<file path="src/rtl/mem_access_unit.sv">
// mem_access_unit: memory-stage load/store unit.
// Turns an EX/MEM load or store into a single request/grant/response
// transaction on the data-memory port. It produces lane-aligned store data
// and byte enables, and extends load data for writeback. The pipeline is
// stalled while a transaction is in flight.
module mem_access_unit #(
   parameter int DATA_WIDTH = 32
) (
   input  logic                  clk,
   input  logic                  rst_n,
   input  logic                  ValidM_i,
   input  logic                  MemReadM_i,
   input  logic                  MemWriteM_i,
   input  logic [2:0]            MemCtrlM_i,
   input  logic [DATA_WIDTH-1:0] ALUResultM_i,
   input  logic [DATA_WIDTH-1:0] WriteDataM_i,
   output logic                  dmem_req_o,
   output logic                  dmem_we_o,
   output logic [DATA_WIDTH-1:0] dmem_addr_o,
   output logic [3:0]            dmem_be_o,
   output logic [DATA_WIDTH-1:0] dmem_wdata_o,
   input  logic                  dmem_gnt_i,
   input  logic                  dmem_rvalid_i,
   input  logic [DATA_WIDTH-1:0] dmem_rdata_i,
   output logic [DATA_WIDTH-1:0] ReadDataM_o,
   output logic                  LoadDoneM_o,
   output logic                  StallM_o,
   output logic                  MemErrM_o
);

   // funct3 encodings of the supported access sizes
   localparam logic [2:0] F3_B  = 3'b000;
   localparam logic [2:0] F3_H  = 3'b001;
   localparam logic [2:0] F3_W  = 3'b010;
   localparam logic [2:0] F3_BU = 3'b100;
   localparam logic [2:0] F3_HU = 3'b101;

   typedef enum logic [1:0] {
      S_IDLE = 2'd0,
      S_REQ  = 2'd1,
      S_RESP = 2'd2,
      S_DONE = 2'd3
   } state_t;

   state_t r_state;
   state_t w_state_next;

   // decode of the instruction currently presented by EX/MEM
   logic w_access;
   logic w_both;
   logic w_f3_illegal;
   logic w_misaligned;
   logic w_err;
   logic w_start;

   // request fields computed from the incoming instruction
   logic [3:0]            w_be;
   logic [DATA_WIDTH-1:0] w_wdata;

   // transaction fields captured when the access is accepted
   logic [DATA_WIDTH-1:0] r_addr;
   logic [3:0]            r_be;
   logic [DATA_WIDTH-1:0] r_wdata;
   logic                  r_we;
   logic [2:0]            r_funct3;
   logic [1:0]            r_off;

   // load result path
   logic [3:0][7:0]       w_lane;
   logic [7:0]            w_byte;
   logic [15:0]           w_half;
   logic [DATA_WIDTH-1:0] w_load_ext;
   logic [DATA_WIDTH-1:0] r_rdata;
   logic                  r_load_done;

   // Classify the incoming instruction: real access, illegal size code,
   // or an address that does not fit the access size.
   always_comb begin
      w_access = ValidM_i & (MemReadM_i ^ MemWriteM_i);
      w_both   = ValidM_i & MemReadM_i & MemWriteM_i;
      case (MemCtrlM_i)
         F3_B, F3_H, F3_W: w_f3_illegal = 1'b0;
         F3_BU, F3_HU:     w_f3_illegal = MemWriteM_i;
         default:          w_f3_illegal = 1'b1;
      endcase
      w_misaligned = ((MemCtrlM_i[1:0] == 2'b01) & ALUResultM_i[0])
                   | ((MemCtrlM_i[1:0] == 2'b10) & (ALUResultM_i[1:0] != 2'b00));
      w_err   = (w_access & (w_f3_illegal | w_misaligned)) | w_both;
      w_start = w_access & ~w_err;
   end

   // Byte enables and lane replication of store data by access size.
   always_comb begin
      w_be    = 4'b1111;
      w_wdata = WriteDataM_i;
      case (MemCtrlM_i[1:0])
         2'b00: begin
            w_be    = 4'b0001 << ALUResultM_i[1:0];
            w_wdata = {4{WriteDataM_i[7:0]}};
         end
         2'b01: begin
            w_be    = ALUResultM_i[1] ? 4'b1100 : 4'b0011;
            w_wdata = {2{WriteDataM_i[15:0]}};
         end
         default: begin
            w_be    = 4'b1111;
            w_wdata = WriteDataM_i;
         end
      endcase
   end

   // split the returned word into byte lanes
   generate
      for (genvar gi = 0; gi < 4; gi++) begin : g_lane
         assign w_lane[gi] = dmem_rdata_i[8*gi +: 8];
      end
   endgenerate

   // Pick the addressed byte/half from the returned word and extend it.
   always_comb begin
      w_byte = w_lane[r_off];
      w_half = r_off[1] ? {w_lane[3], w_lane[2]} : {w_lane[1], w_lane[0]};
      case (r_funct3)
         F3_B:    w_load_ext = {{24{w_byte[7]}}, w_byte};
         F3_H:    w_load_ext = {{16{w_half[15]}}, w_half};
         F3_BU:   w_load_ext = {24'd0, w_byte};
         F3_HU:   w_load_ext = {16'd0, w_half};
         default: w_load_ext = dmem_rdata_i;
      endcase
   end

   // State register; reset abandons any transaction in flight.
   always_ff @(posedge clk or negedge rst_n) begin
      if (!rst_n) begin
         r_state <= S_IDLE;
      end else begin
         r_state <= w_state_next;
      end
   end

   // Next-state logic: grant only matters in REQ, rvalid only in RESP.
   always_comb begin
      w_state_next = r_state;
      case (r_state)
         S_IDLE: begin
            if (w_start) begin
               w_state_next = S_REQ;
            end
         end
         S_REQ: begin
            if (dmem_gnt_i) begin
               w_state_next = r_we ? S_DONE : S_RESP;
            end
         end
         S_RESP: begin
            if (dmem_rvalid_i) begin
               w_state_next = S_DONE;
            end
         end
         default: begin
            w_state_next = S_IDLE;
         end
      endcase
   end

   // FSM outputs: request strobe, pipeline stall and error pulse.
   always_comb begin
      dmem_req_o = 1'b0;
      StallM_o   = 1'b0;
      MemErrM_o  = 1'b0;
      case (r_state)
         S_IDLE: begin
            StallM_o  = w_start;
            MemErrM_o = w_err;
         end
         S_REQ: begin
            dmem_req_o = 1'b1;
            StallM_o   = 1'b1;
         end
         S_RESP: begin
            StallM_o = 1'b1;
         end
         default: begin
            StallM_o = 1'b0;
         end
      endcase
   end

   // Capture the request fields once, so the memory port sees them from
   // flops only and they stay stable while a grant is awaited.
   always_ff @(posedge clk or negedge rst_n) begin
      if (!rst_n) begin
         r_addr   <= '0;
         r_be     <= '0;
         r_wdata  <= '0;
         r_we     <= 1'b0;
         r_funct3 <= '0;
         r_off    <= '0;
      end else if ((r_state == S_IDLE) && w_start) begin
         r_addr   <= {ALUResultM_i[DATA_WIDTH-1:2], 2'b00};
         r_be     <= w_be;
         r_wdata  <= w_wdata;
         r_we     <= MemWriteM_i;
         r_funct3 <= MemCtrlM_i;
         r_off    <= ALUResultM_i[1:0];
      end
   end

   // Register the extended load result; it holds until the next load
   // completes, and the done pulse lands in the DONE cycle.
   always_ff @(posedge clk or negedge rst_n) begin
      if (!rst_n) begin
         r_rdata     <= '0;
         r_load_done <= 1'b0;
      end else begin
         r_load_done <= (r_state == S_RESP) & dmem_rvalid_i;
         if ((r_state == S_RESP) && dmem_rvalid_i) begin
            r_rdata <= w_load_ext;
         end
      end
   end

   assign dmem_we_o    = r_we;
   assign dmem_addr_o  = r_addr;
   assign dmem_be_o    = r_be;
   assign dmem_wdata_o = r_wdata;
   assign ReadDataM_o  = r_rdata;
   assign LoadDoneM_o  = r_load_done;

endmodule

</file>
<file path="config.mk">
export PLATFORM = sky130hd
export DESIGN_NAME = mem_access_unit
export DESIGN_NICKNAME = d
export VERILOG_FILES = /design/src/rtl/mem_access_unit.sv
export SDC_FILE = /design/constraint.sdc
export NUM_CORES = 1
export LEC_CHECK = 0
export ABC_CLOCK_PERIOD_IN_PS = 3300
export CELL_PAD_IN_SITES_DETAIL_PLACEMENT = 1
export CELL_PAD_IN_SITES_GLOBAL_PLACEMENT = 1
export CORE_UTILIZATION = 32
export DETAILED_ROUTE_END_ITERATION = 6
export HOLD_SLACK_MARGIN = 0.06
export PLACE_DENSITY_LB_ADDON = 0.1
export SYNTH_ARGS = -nofsm -noshare
export SYNTH_HDL_FRONTEND = slang
export SYNTH_SLANG_ARGS = --single-unit
</file>
<file path="constraint.sdc">
create_clock -name clk -period 3.3 [get_ports clk]
set_clock_uncertainty 0.1 [all_clocks]
set_input_delay 0.99 -clock clk [delete_from_list [all_inputs] [get_ports clk]]
set_output_delay 0.99 -clock clk [all_outputs]
set_load 0.005 [all_outputs]
</file>
==> impl_results.md <==
* Min-delay worst type: flip-flop to flip-flop
* Fin. Hold Viols at 0
* Power per Cell Area at 815 nW/um2
* Largest cells by area after synthesis: dfrtp_1 (54%), mux2_1 (6.8%), mux2i_1 (5.6%)
* Ports at 211
* Max-cap viol count at 0
* Synth Warn # at 0
* Share of the synthesized area in the top cell type at a little over half
* Clock Tree Buf Depth at 2
* Worst setup SP type: input port
* CP max stage cell: nor4_4
* Routability cong. at ~0.84
* R2r endpoint: dmem_wdata_o[5]$_DFFE_PN0P_
* Worst-path maximum fanout at 3
* Synth area leader: dfrtp_1
* Reg clk slew, reported paths at 0.08 ns
* H-tree depth at 3
* Fin nets at ~780
* Avg WL per Cell at approximately 19 um
* Slew HR at 26.5%
* DP HPWL at 11.5 mm
* Yosys reg bits at 107
* Via density at 5.01
* Setup Viol. Count Final at 0
* Clk root buf: clkbuf_16
* Setup Slack @ Placement at -0.751 ns
* Starting Density at 32.8%
* Sequential area share after synthesis at 53.9%
* R2r setup slk at 0.87 ns
* Share of layout cells above drive strength 1 at between 10 and 15%
* N_diodes at 0
* Antenna Violating Nets Remaining at 0
* Detailed Routing Iterations Pass 1 at 4
* Row Count at 45
* Post-synthesis instance total at 465
* Total power at 6200 uW
* Worst Setup End Kind: primary output
* Die span in y at 127 um
* First-pass GRT wire length at 25.6 mm
* Vias in the first global route at 4662
* Reg2reg path depth at 5
* Via count at 4338
* GRT Residual Overflow at 0
* Die width at 127 um
* DR iter-0 viols at 170
* Crit Path Category: input port to primary output
* WHS Path Cells at 2
* Main synth FF type: dfrtp_1
* DRT Wirelength at 16.0 mm
* Post-Syn Area per Cell at between 10 and 15 um2
* Period utilization at 97.7%
* Worst-path cell chain: buf_4 -> nor4_4 -> buf_4 -> buf_4 -> o2111ai_4 -> a21oi_2 -> clkbuf_2
* Share of flip-flops with an asynchronous set or reset at between 90% and 100%
* Hold Crit Endpoint: dmem_wdata_o[16]$_DFFE_PN0P_
* Maximum VDD drop at 0.000360 V
* Clock latency at the later pin of the worst-skew pair at 0.35 ns
* CTS buffer count at 9
* Max Slew Vio Count at 0
* Hold_sp: dmem_wdata_o[16]$_DFFE_PN0P_
* Period minus WS final at 3.22 ns
* Crit path top cell by count: buf_4
* LEAKAGE at 0.00329 uW
* Buf/Inv on CP at 4
* Synth Cell Area at 4960 um2
* Clk sink count at 107
* Largest net degree at the start of global routing at 103
* Crit path DAT at 2.13 ns
* Final setup margin at approximately 0.076 ns
* Layout area overhead at 53.1%
* Outcome: finished, final reports clean
* Initial antenna violation count at 0
* CTS tree: yes
* Largest stage delay, worst path at 0.32 ns
* Worst Max-Slew Pin Slew at 1.10 ns
* Total die area at ~16000 um2
* FMAX at about 310 MHz
* RSZ-0062 raised after global routing: no
* Post-cts hold buffer count at 0
* Cell family with most CP delay: buffers and inverters
* Post-synth EDFFs at 0
* Gr usage total at 20.7%
* Core area at 15100 um2
* Number of port buffers at about 210
* Unique masters post-synth at 35
* RR Startpoint: r_state[0]$_DFFE_PN0P_
* WP data required at 2.21 ns
* DR DRC count at 0
==> stage by stage <==
stage / util, % / instances / hold WS, ns / area [um2] / TNS [ns]
2_1_floorplan: - / 466 / 0.373 / 4970 / 0
3_3_place_gp: 48.1 / 848 / 0.363 / 7290 / -8.26
3_5_place_dp: 48.1 / 848 / 0.370 / 7290 / -16.88
4_1_cts: 50.2 / 866 / 0.387 / 7610 / 0
5_1_grt: 50.2 / 866 / 0.407 / 7600 / 0
6_report: 50.2 / 866 / 0.383 / 7600 / 0
==> worst max path at each step <==
stage	from	to	slack, ns	cells after the start
finish	MemCtrlM_i[2]	StallM_o	0.08	7
global route	MemCtrlM_i[2]	StallM_o	0.03	7
CTS	MemCtrlM_i[1]	StallM_o	0.0003	7
detailed placement	MemCtrlM_i[0]	MemErrM_o	-0.75	6
global placement	MemCtrlM_i[0]	MemErrM_o	-0.61	6
floorplan	MemCtrlM_i[0]	StallM_o	0.13	5
==> synthesized netlist by cell type, types with 2 or more instances <==
cell type and number:
mux2i_1 28, buf_6 3, inv_1 9, buf_2 7, buf_4 2, nand2b_1 2, ha_1 4, o21ai_0 45
a22o_1 7, nor2b_1 2, a21oi_1 30, buf_1 2, nor2_1 48, a311oi_1 7, mux2_1 30, clkbuf_1 18
mux2_2 20, a22oi_1 8, nor3b_1 7, dfrtp_1 107, nand2_1 65
==> cells by family after synthesis <==
group | after synthesis | share of synthesized area (%)
AO/OA/AOI/OAI | 104 | 12.7
other | 1 | 0.0756
buffers and inverters | 41 | 3.88
multiplexers | 79 | 17.4
flip-flops | 107 | 53.9
AND/OR/NAND/NOR | 127 | 10.6
XOR/XNOR | 1 | 0.176
adder cells (fa/ha/maj) | 5 | 1.21
==> power by group <==
| part | internal [uW] | total, uW | switching [uW] |
|---|---|---|---|
| combinational | 1650 | 2760 | 1110 |
| sequential | 1920 | 2310 | 390 |
| clock | 600 | 1130 | 531 |
| total | 4170 | 6200 | 2030 |
==> routing by layer <==
| layer | global-route usage (%) | part of all wire (%) | vias up |
|---|---|---|---|
| li1 | - | - | 2019 |
| met1 | 24.9 | 42 | 2155 |
| met2 | 36.2 | 49 | 152 |
| met3 | 5.53 | 7.4 | 12 |
| met4 | 6.02 | 1.2 | 0 |
| met5 | 0 | 0 | - |
==> sequential cells by signal, indices dropped and copies added (netlist names) <==
signal and count:
dmem_wdata_o 32, dmem_addr_o 30, r_state 2, r_off 2
LoadDoneM_o 1, r_funct3 3, ReadDataM_o 32, dmem_we_o 1
dmem_be_o 4
==> final cells by class <==
class                      count  area, um2
sequential                   107       2680
tap                          188        235
clock buffer                  10        229
timing repair buffer         228       2210
fill                        1652       7550
inverter                       9       33.8
clock inverter                 6       71.3
multi-input combinational    318       2150
==> worst reg2reg max path: stages (launching register included) <==
cell	delay (ns)
dfrtp_1	0.40
inv_1	0.09
ha_1	0.28
o2111ai_4	0.11
buf_4	0.83
mux2_2	0.51
==> layout by cell type (no fill, tap or decap), types with 2 or more instances in the layout <==
cell type        instances
clkdlybuf4s50_1        198
nor2b_1                  2
nor3b_1                  7
buf_2                    3
buf_4                   22
nand2_1                 65
inv_1                    9
mux2_2                  20
clkbuf_2                 3
mux2_1                  30
nor2_1                  48
conb_1                   2
a311oi_1                 7
o21ai_0                 45
inv_6                    2
a21oi_1                 29
a22oi_1                  8
ha_1                     4
nand2b_1                 2
a22o_1                   7
mux2i_1                 28
clkbuf_16                9
dfrtp_1                107
==> timing repair <==
action,CTS,global route
buffers inserted,2,0
setup endpoints to repair,2,2
gates resized for setup,31,7
endpoints found under the hold margin,0,0
pin swaps,5,3
(Power assumes the default switching activity.)
